<file path="src/rtl/fetch_sequencer_pkg.sv">
// fetch_pkg: shared types and constants for the instruction-fetch sequencer.
package fetch_pkg;
  typedef enum logic [1:0] {RUN, END, HALT} state_t;
  typedef struct packed {
    logic [31:0] instr;
    logic [31:0] pc;
  } entry_t;
  localparam logic [31:0] SENTINEL = 32'hFFFF_FFFF;
  localparam int BUF_DEPTH = 2;
endpackage

</file>
<file path="src/rtl/fetch_sequencer_if.sv">
// fetch_sequencer_if: instruction-memory, redirect and decode-side signals of the fetch sequencer.
interface fetch_sequencer_if;
  logic [31:0] imem_addr;
  logic        imem_rd;
  logic [31:0] imem_data;
  logic        redirect_valid;
  logic [31:0] redirect_pc;
  logic        dec_valid;
  logic [31:0] dec_instr;
  logic [31:0] dec_pc;
  logic        dec_ready;
  logic        halted;
  logic [31:0] fetch_count;
  modport master (
    output imem_addr, imem_rd, dec_valid, dec_instr, dec_pc, halted, fetch_count,
    input  imem_data, redirect_valid, redirect_pc, dec_ready
  );
  modport slave (
    input  imem_addr, imem_rd, dec_valid, dec_instr, dec_pc, halted, fetch_count,
    output imem_data, redirect_valid, redirect_pc, dec_ready
  );
endinterface

</file>
<file path="src/rtl/fetch_buffer.sv">
// fetch_buffer: 2-entry FIFO of {instr, pc} with flush; head is the oldest entry.
module fetch_buffer
  import fetch_pkg::*;
(
  input  logic       clk,
  input  logic       rst,
  input  logic       push_i,
  input  logic       pop_i,
  input  logic       flush_i,
  input  entry_t     data_i,
  output entry_t     head_o,
  output logic [1:0] count_o
);
  entry_t     mem_q [BUF_DEPTH];
  logic       wr_q, rd_q;
  logic [1:0] cnt_q;
  always_ff @(posedge clk) begin
    if (rst) begin
      for (int i = 0; i < BUF_DEPTH; i++) mem_q[i] <= '0;
      wr_q  <= 1'b0;
      rd_q  <= 1'b0;
      cnt_q <= 2'd0;
    end else if (flush_i) begin
      wr_q  <= 1'b0;
      rd_q  <= 1'b0;
      cnt_q <= 2'd0;
    end else begin
      if (push_i) mem_q[wr_q] <= data_i;
      wr_q  <= wr_q ^ push_i;
      rd_q  <= rd_q ^ pop_i;
      cnt_q <= cnt_q + {1'b0, push_i} - {1'b0, pop_i};
    end
  end
  assign head_o  = mem_q[rd_q];
  assign count_o = cnt_q;
endmodule

</file>
<file path="src/rtl/fetch_sequencer.sv">
// fetch_sequencer: PC owner and imem read sequencer feeding decode through a 2-entry buffer.
// Optional FETCH_HALT_SENTINEL_EN: an all-ones fetched word ends fetch instead of being delivered.
module fetch_sequencer
  import fetch_pkg::*;
#(
  parameter int unsigned NUM_INSTR = 2,
  parameter logic [31:0] RESET_PC  = '0
) (
  input logic clk,
  input logic reset,
  fetch_sequencer_if.master bus
);
`ifdef FETCH_HALT_SENTINEL_EN
  localparam bit SENT_EN = 1'b1;
`else
  localparam bit SENT_EN = 1'b0;
`endif
  state_t      state_q, state_d;
  logic [31:0] pc_q, pc_d, tag_q, tag_d, cnt_q, cnt_d;
  logic        infl_q, infl_d;
  entry_t      head;
  logic [1:0]  occ, load, left;
  logic        pop, issue, resp, stop, push;
  fetch_buffer u_buf (
    .clk     (clk),
    .rst     (reset),
    .push_i  (push),
    .pop_i   (pop),
    .flush_i (bus.redirect_valid),
    .data_i  ({bus.imem_data, tag_q}),
    .head_o  (head),
    .count_o (occ)
  );
  assign bus.dec_valid   = occ != 2'd0;
  assign bus.dec_instr   = head.instr;
  assign bus.dec_pc      = head.pc;
  assign bus.imem_addr   = pc_q;
  assign bus.imem_rd     = issue;
  assign bus.halted      = state_q == HALT;
  assign bus.fetch_count = cnt_q;
  assign pop   = bus.dec_valid && bus.dec_ready;
  // Occupancy the buffer will have once this cycle's pop and the inflight response settle.
  assign load  = occ - {1'b0, pop} + {1'b0, infl_q};
  assign issue = !reset && !bus.redirect_valid && state_q == RUN && pc_q < NUM_INSTR && !load[1];
  assign resp  = infl_q && !bus.redirect_valid;
  assign stop  = SENT_EN && resp && bus.imem_data == SENTINEL;
  assign push  = resp && !stop;
  assign left  = occ - {1'b0, pop} + {1'b0, push};
  always_comb begin
    pc_d    = bus.redirect_valid ? bus.redirect_pc : issue ? pc_q + 32'd1 : pc_q;
    infl_d  = issue && !stop;
    tag_d   = issue ? pc_q : tag_q;
    cnt_d   = pop ? cnt_q + 32'd1 : cnt_q;
    state_d = bus.redirect_valid ? (bus.redirect_pc >= NUM_INSTR ? END : RUN)
            : state_q == RUN ? ((stop || pc_q >= NUM_INSTR) ? END : RUN)
            : state_q == END ? (left == 2'd0 ? HALT : END)
            : HALT;
  end
  always_ff @(posedge clk) begin
    if (reset) begin
      state_q <= RUN;
      pc_q    <= RESET_PC;
      tag_q   <= '0;
      infl_q  <= 1'b0;
      cnt_q   <= '0;
    end else begin
      state_q <= state_d;
      pc_q    <= pc_d;
      tag_q   <= tag_d;
      infl_q  <= infl_d;
      cnt_q   <= cnt_d;
    end
  end
endmodule

</file>
<file path="src/flat_wrapper.sv">
// flat-port wrapper written by rule: the top's interface ports become plain ports
module fetch_sequencer_flat import fetch_pkg::*;
#(
  parameter int unsigned NUM_INSTR = 2,
  parameter logic [31:0] RESET_PC  = '0
)
  (clk, reset, bus_imem_addr, bus_imem_rd, bus_dec_valid, bus_dec_instr, bus_dec_pc, bus_halted, bus_fetch_count, bus_imem_data, bus_redirect_valid, bus_redirect_pc, bus_dec_ready);
  fetch_sequencer_if bus_i ();
  input logic clk;
  input logic reset;
  output wire logic [$bits(bus_i.imem_addr)-1:0] bus_imem_addr;
  output wire logic [$bits(bus_i.imem_rd)-1:0] bus_imem_rd;
  output wire logic [$bits(bus_i.dec_valid)-1:0] bus_dec_valid;
  output wire logic [$bits(bus_i.dec_instr)-1:0] bus_dec_instr;
  output wire logic [$bits(bus_i.dec_pc)-1:0] bus_dec_pc;
  output wire logic [$bits(bus_i.halted)-1:0] bus_halted;
  output wire logic [$bits(bus_i.fetch_count)-1:0] bus_fetch_count;
  input wire logic [$bits(bus_i.imem_data)-1:0] bus_imem_data;
  input wire logic [$bits(bus_i.redirect_valid)-1:0] bus_redirect_valid;
  input wire logic [$bits(bus_i.redirect_pc)-1:0] bus_redirect_pc;
  input wire logic [$bits(bus_i.dec_ready)-1:0] bus_dec_ready;
  assign bus_imem_addr = bus_i.imem_addr;
  assign bus_imem_rd = bus_i.imem_rd;
  assign bus_dec_valid = bus_i.dec_valid;
  assign bus_dec_instr = bus_i.dec_instr;
  assign bus_dec_pc = bus_i.dec_pc;
  assign bus_halted = bus_i.halted;
  assign bus_fetch_count = bus_i.fetch_count;
  assign bus_i.imem_data = bus_imem_data;
  assign bus_i.redirect_valid = bus_redirect_valid;
  assign bus_i.redirect_pc = bus_redirect_pc;
  assign bus_i.dec_ready = bus_dec_ready;
  fetch_sequencer #(.NUM_INSTR(NUM_INSTR), .RESET_PC(RESET_PC)) u_core (.clk(clk), .reset(reset), .bus(bus_i));
endmodule
</file>
<file path="config.mk">
export PLATFORM = sky130hd
export DESIGN_NAME = fetch_sequencer_flat
export DESIGN_NICKNAME = d
export VERILOG_FILES = /design/src/rtl/fetch_sequencer_pkg.sv /design/src/rtl/fetch_sequencer_if.sv /design/src/rtl/fetch_buffer.sv /design/src/rtl/fetch_sequencer.sv /design/src/flat_wrapper.sv
export SDC_FILE = /design/constraint.sdc
export NUM_CORES = 1
export LEC_CHECK = 0
export BUFFER_PORTS_ARGS = -buffer_cell sky130_fd_sc_hd__buf_2
export CAP_MARGIN = 20
export CORE_MARGIN = 2
export CORE_UTILIZATION = 29
export DETAILED_ROUTE_END_ITERATION = 8
export PLACE_DENSITY = 0.56
export SLEW_MARGIN = 40
export SYNTH_ARGS = -nofsm -noshare
export SYNTH_HDL_FRONTEND = slang
export SYNTH_HIERARCHICAL = 1
export SYNTH_SLANG_ARGS = --single-unit
</file>
<file path="constraint.sdc">
create_clock -name clk -period 6.14 [get_ports clk]
set_input_delay 0.307 -clock clk [delete_from_list [all_inputs] [get_ports clk]]
set_output_delay 0.307 -clock clk [all_outputs]
set_load 0.05 [all_outputs]
</file>
### Word level (Yosys, flattened, before mapping)

Memory sizes are Yosys's and may differ from the RTL's. A register that Yosys moved wholly into a read port is not among the register bits.
Cells that the tools add are included.

* flip-flop bits (word level): 103
* logic and storage cells: 56
* input port bits: 68
* memories kept: 1
* bits in writable memories: 128

Memories
* u_core.u_buf.mem_q: depth 2, width 64, read ports 1, clocked after Yosys merged registers in 1, write ports 2, RTL line fetch_buffer.sv:14 `entry_t mem_q [BUF_DEPTH];`

* $add $sub $neg: 7
* equal/unequal tests: 2
* reduce and logical (&&, ||, !) cells: 15
* order comparisons: 3
* bitwise gates (word level): 2
* multiplexer cells: 18

Operators by type and width (count)
* $add A32 B1 Y32 const B: 2
* $ge A32 B2 Y1 const B: 2
* $mux W32: 2
* $mux W64: 1
* $reduce_or A64 Y1: 1
* $lt A32 B2 Y1 const B: 1
* $mux W1: 11
* $mux W2: 4
* $add A2 B1 Y2: 3
* $logic_and A1 B1 Y1: 6
* $logic_not A2 Y1: 2
* $reduce_bool A2 Y1: 2
* $sub A2 B1 Y2: 2
* $logic_not A1 Y1: 3
* $eq A2 B1 Y1 const B: 1
* $eq A2 B2 Y1 const B: 1
* $reduce_or A2 Y1: 1
* $xor A1 B1 Y1: 2

### Logic depth before layout (Yosys ltp)

* depth after elaboration: 9
* mapped depth: 9

### By module

The synthesis kept the hierarchy.

Modules (own cells, without submodules)
* fetch_buffer: times used 1, area each 5776.8 µm², cells an instance 362, seq. area each 3923.8 µm²
* fetch_sequencer: times used 1, area each 3907.5 µm², cells an instance 395, seq. area each 1981.9 µm²

### Least setup slack after synthesis

OpenSTA, ideal clock, no wires.

* kind: input to register
* start point: input bus_redirect_valid
* end point: memory u_core/u_buf/mem_q[0][0] (netlist name) (enable)
* data arrival time: 4.167 ns
* setup time: 0.499 ns
* required time: 5.641 ns
* path buffers: 2
* stages: 5
* path slack: 1.473 ns
* path through: clkbuf_1 clkbuf_1 nor2b_1 nand2b_1 o21bai_1

RTL lines
* start: declaration: RTL line flat_wrapper.sv:19 `input wire logic [$bits(bus_i.redirect_valid)-1:0] bus_redirect_valid;`
* end: declaration: RTL line fetch_buffer.sv:14

### Final worst setup path

* start point: register u_core.u_buf.cnt_q[1], in the netlist u_core/u_buf/count_o[1]
* end point: output bus_imem_rd

* longest elaborated chain between the ends: 6

RTL lines
* start: declaration: RTL line fetch_buffer.sv:16 `logic [1:0] cnt_q;`
* start signal: assignment: RTL line fetch_buffer.sv:31 `cnt_q <= cnt_q + {1'b0, push_i} - {1'b0, pop_i};`
* $reduce_bool A2 Y1: RTL line fetch_sequencer.sv:34 `assign bus.dec_valid = occ != 2'd0;`
* $logic_and A1 B1 Y1: RTL line fetch_sequencer.sv:41 `assign pop = bus.dec_valid && bus.dec_ready;`
* $sub A2 B1 Y2 (*): RTL line fetch_sequencer.sv:43 `assign load = occ - {1'b0, pop} + {1'b0, infl_q};`
* $add A2 B1 Y2 (*): RTL line fetch_sequencer.sv:43
* $logic_not A1 Y1 (*): RTL line fetch_sequencer.sv:44 `assign issue = !reset && !bus.redirect_valid && state_q == RUN && pc_q < NUM_INSTR && !load[1];`
* $logic_and A1 B1 Y1 (*): RTL line fetch_sequencer.sv:44
* end: declaration: RTL line flat_wrapper.sv:12 `output wire logic [$bits(bus_i.imem_rd)-1:0] bus_imem_rd;`

Mark *: on every way between the ends. The rest lies on a longest branch, timed or not.

==> impl_results.md <==
- Status: completed
- Max_cap viols: 0
- Routed Antenna Nets: 0
- Dominant cell type by area after synthesis: edfxtp_1
- Critical Path RT: 5.83 ns
- Post-synth cell types: 49
- Die W: 186.7 µm
- Starting density of the core: 0.2961
- I/O Pins: 199
- Initial antenna violation count: 1
- Via-to-Cell Ratio: 4.499
- GRT Util Overall: 0.1220
- Dpl cell area: 0.01115 mm²
- Crit-path max cell delay: 0.48 ns
- Worst Tran Pin Value: 0.7523 ns
- Vias in the first global route: 6336
- Synth warn: 6
- Drt total wl: 21760 µm
- Syn Nets: 832
- Total clock sinks: 231
- Pin count of the biggest net entering global routing: 71
- Dominant cell by count in the synthesized netlist: edfxtp_1
- Final worst slack: 2.979 ns
- Via count: 6380
- Endpoints failing setup: 0
- Die height: 186.7 µm
- Place WS: 3.052 ns
- Clock Path Buffers: 3
- Max FO, Critical Path: 11
- Core Util, Final: 0.3687
- CTS Hold Buffers Added: 4
- Worst VDD drop: 0.1721 mV
- Final hold violations: 0
- Die Area: 0.03487 mm²
- Power Dens Cells: 286.8 mW/mm²
- Fin cells: 1418
- # diodes: 0
- Clock root buffer master: clkbuf_16
- Worst path cell trace: o21a_1 -> ha_1 -> xor2_1 -> xnor2_1 -> and4_1 -> buf_2
- Fill cell count: 3240
- Worst-skew pair later-pin latency: 0.52 ns
- Primary FF master, synth: edfxtp_1
- Syn_area_per_cell: 12.79 µm²
- Async S/R FF share, synth: 0
- TritonCTS Buffers: 26
- Post-DP HPWL: 13540 µm
- Rel. slew slack: 0.4985
- Synth cell count leaders: edfxtp_1 (128), and2_1 (110), dfxtp_1 (103)
- Placer congestion estimate: 0.7525
- Synth Instances: 757
- CTS tree: yes
- FP Rows: 66
- #FFs+latches synth: 231
- Hold Path Class: in -> reg
- Resized cells post-CTS: 0
- Worst-path clk slew: 0.06 ns
- Worst EP arrival: 2.85 ns
- Synth top area share: 0.3969
- Area contributors post-synth: edfxtp_1 (40%), dfxtp_1 (21%), mux2_2 (8.7%)
- Initial DRC Count: 318
- CP max stage cell: o21a_1
- Routed wire per std cell: 15.35 µm
- DRC violations left: 0
- Worst Skew: 0.007872 ns
- Final Cell Area: 0.01206 mm²
- Final Net Count: 1031
- Minimum clock period after layout: 3.161 ns
- Placed cells: 1364
- Setup Fix Bufs, Post-CTS: 0
- Layout area overhead: 24.51%
- Pleak: 4.905 nW
- Number of enable flip-flop cells after synthesis: 128
- Period utilisation layout: 0.5148
- First-pass GRT wire length: 34570 µm
- Worst setup EP type: output port
- Mapped cell area: 0.009684 mm²
- Core Area: 0.03270 mm²
- Worst Setup Start Kind: flop
- First-pass DRT Iterations: 4
- Fmax: 316.4 MHz
- RSZ-0062 raised after global routing: no
- H-tree depth: 1
- Share of cells above drive strength 1: 0.3924
- Total negative slack: 0 ns
- Register area share after synthesis: 0.6098
- Port Buf Inserts: 198
- GRT overflow: 0
- Max Slew Vio Count: 0
- CP Class: reg -> out
## metrics by stage
step | total power (W) | hold WS (ns)
2_1_floorplan | 0.001906 | 0.3831
3_3_place_gp | 0.001991 | 0.4477
3_5_place_dp | 0.001994 | 0.4508
4_1_cts | 0.003506 | 0.0009236
5_1_grt | 0.003589 | 0.003068
6_report | 0.003458 | 0.02403
## critical path: cells and delay by family (launching register included)
kind                       cells  cell delay, ns
buffers and inverters          1            0.32
and+or+nand+nor                1            0.39
DFF                            1            0.46
AOI/OAI and AO/OA              1            0.48
xor gates and xnor gates       2            0.39
adders and majority gates      1            0.30
## cell usage in the layout (no fill, tap or decap), drive strengths merged, types with 7 or more instances in the layout
cell | netlist | routed
a21oi | 15 | 15
a22o | 23 | 23
and2 | 161 | 161
and4 | 9 | 9
buf | 14 | 210
clkbuf | 29 | 38
dfxtp | 103 | 103
edfxtp | 128 | 128
ha | 7 | 7
inv | 13 | 13
mux2 | 75 | 75
mux2i | 10 | 10
nand2 | 14 | 14
nand4 | 13 | 13
nor2 | 32 | 32
nor2b | 14 | 14
nor3 | 10 | 10
nor4 | 17 | 17
o21ai | 9 | 9
xor2 | 8 | 8
## per-layer routing
metal	vias up	global-route usage	part of all wire
met2	188	0.1930	0.45
met3	32	0.03367	0.067
met4	2	0.02595	0.020
met5	-	0	0.00060
li1	3107	-	-
met1	3051	0.1668	0.47
## layout make-up
cell class | count | area [µm²] | share of cell area
flip-flops and latches | 231 | 5909 | 0.4901
multi-input cells | 470 | 3550 | 0.2944
repair buffers | 214 | 1174 | 0.09733
clock buffers | 38 | 716.9 | 0.05946
well taps | 442 | 553.0 | 0.04586
clock inverters | 10 | 106.4 | 0.008820
inverters | 13 | 48.80 | 0.004047
## state kept, by name (all words and copies together), names as in the netlist, 2 cells and up
name	count
u_core/u_buf/mem_q	128
u_core/bus.fetch_count	32
u_core/bus.imem_addr	32
u_core/tag_q	32
u_core/state_q	2
u_core/u_buf/count_o	2
## cell families (layout without fill, tap and decap cells)
| kind of cell | after synthesis | in the layout | synth area share |
|---|---|---|---|
| adders and majority gates | 7 | 7 | 0.009044 |
| buffers and inverters | 56 | 275 | 0.02674 |
| AOI/OAI and AO/OA | 61 | 61 | 0.04509 |
| DFF | 231 | 231 | 0.6098 |
| xor gates and xnor gates | 14 | 14 | 0.01550 |
| muxes | 85 | 85 | 0.09755 |
| and+or+nand+nor | 303 | 303 | 0.1963 |
## worst paths after layout
| path | startpoint | slack (ns) | cells past startpoint | to |
|---|---|---|---|---|
| setup reg to reg | u_core/u_buf/count_o[1] | 3.73 | 7 | u_core/tag_q[27] |
| setup / recovery | u_core/u_buf/count_o[1] | 2.98 | 6 | bus_imem_rd |
| hold reg to reg | u_core/tag_q[8] | 0.46 | 1 | u_core/tag_q[8] |
| hold / removal | bus_redirect_pc[12] | 0.02 | 2 | u_core/bus.imem_addr[12] |
## power breakdown
group	total, W	internal [W]	switching [W]
registers	0.00170	0.00168	0.0000194
logic	0.000266	0.0000744	0.000192
clock network	0.00150	0.000893	0.000604
No activity file was read; power rests on OpenSTA's default activity.
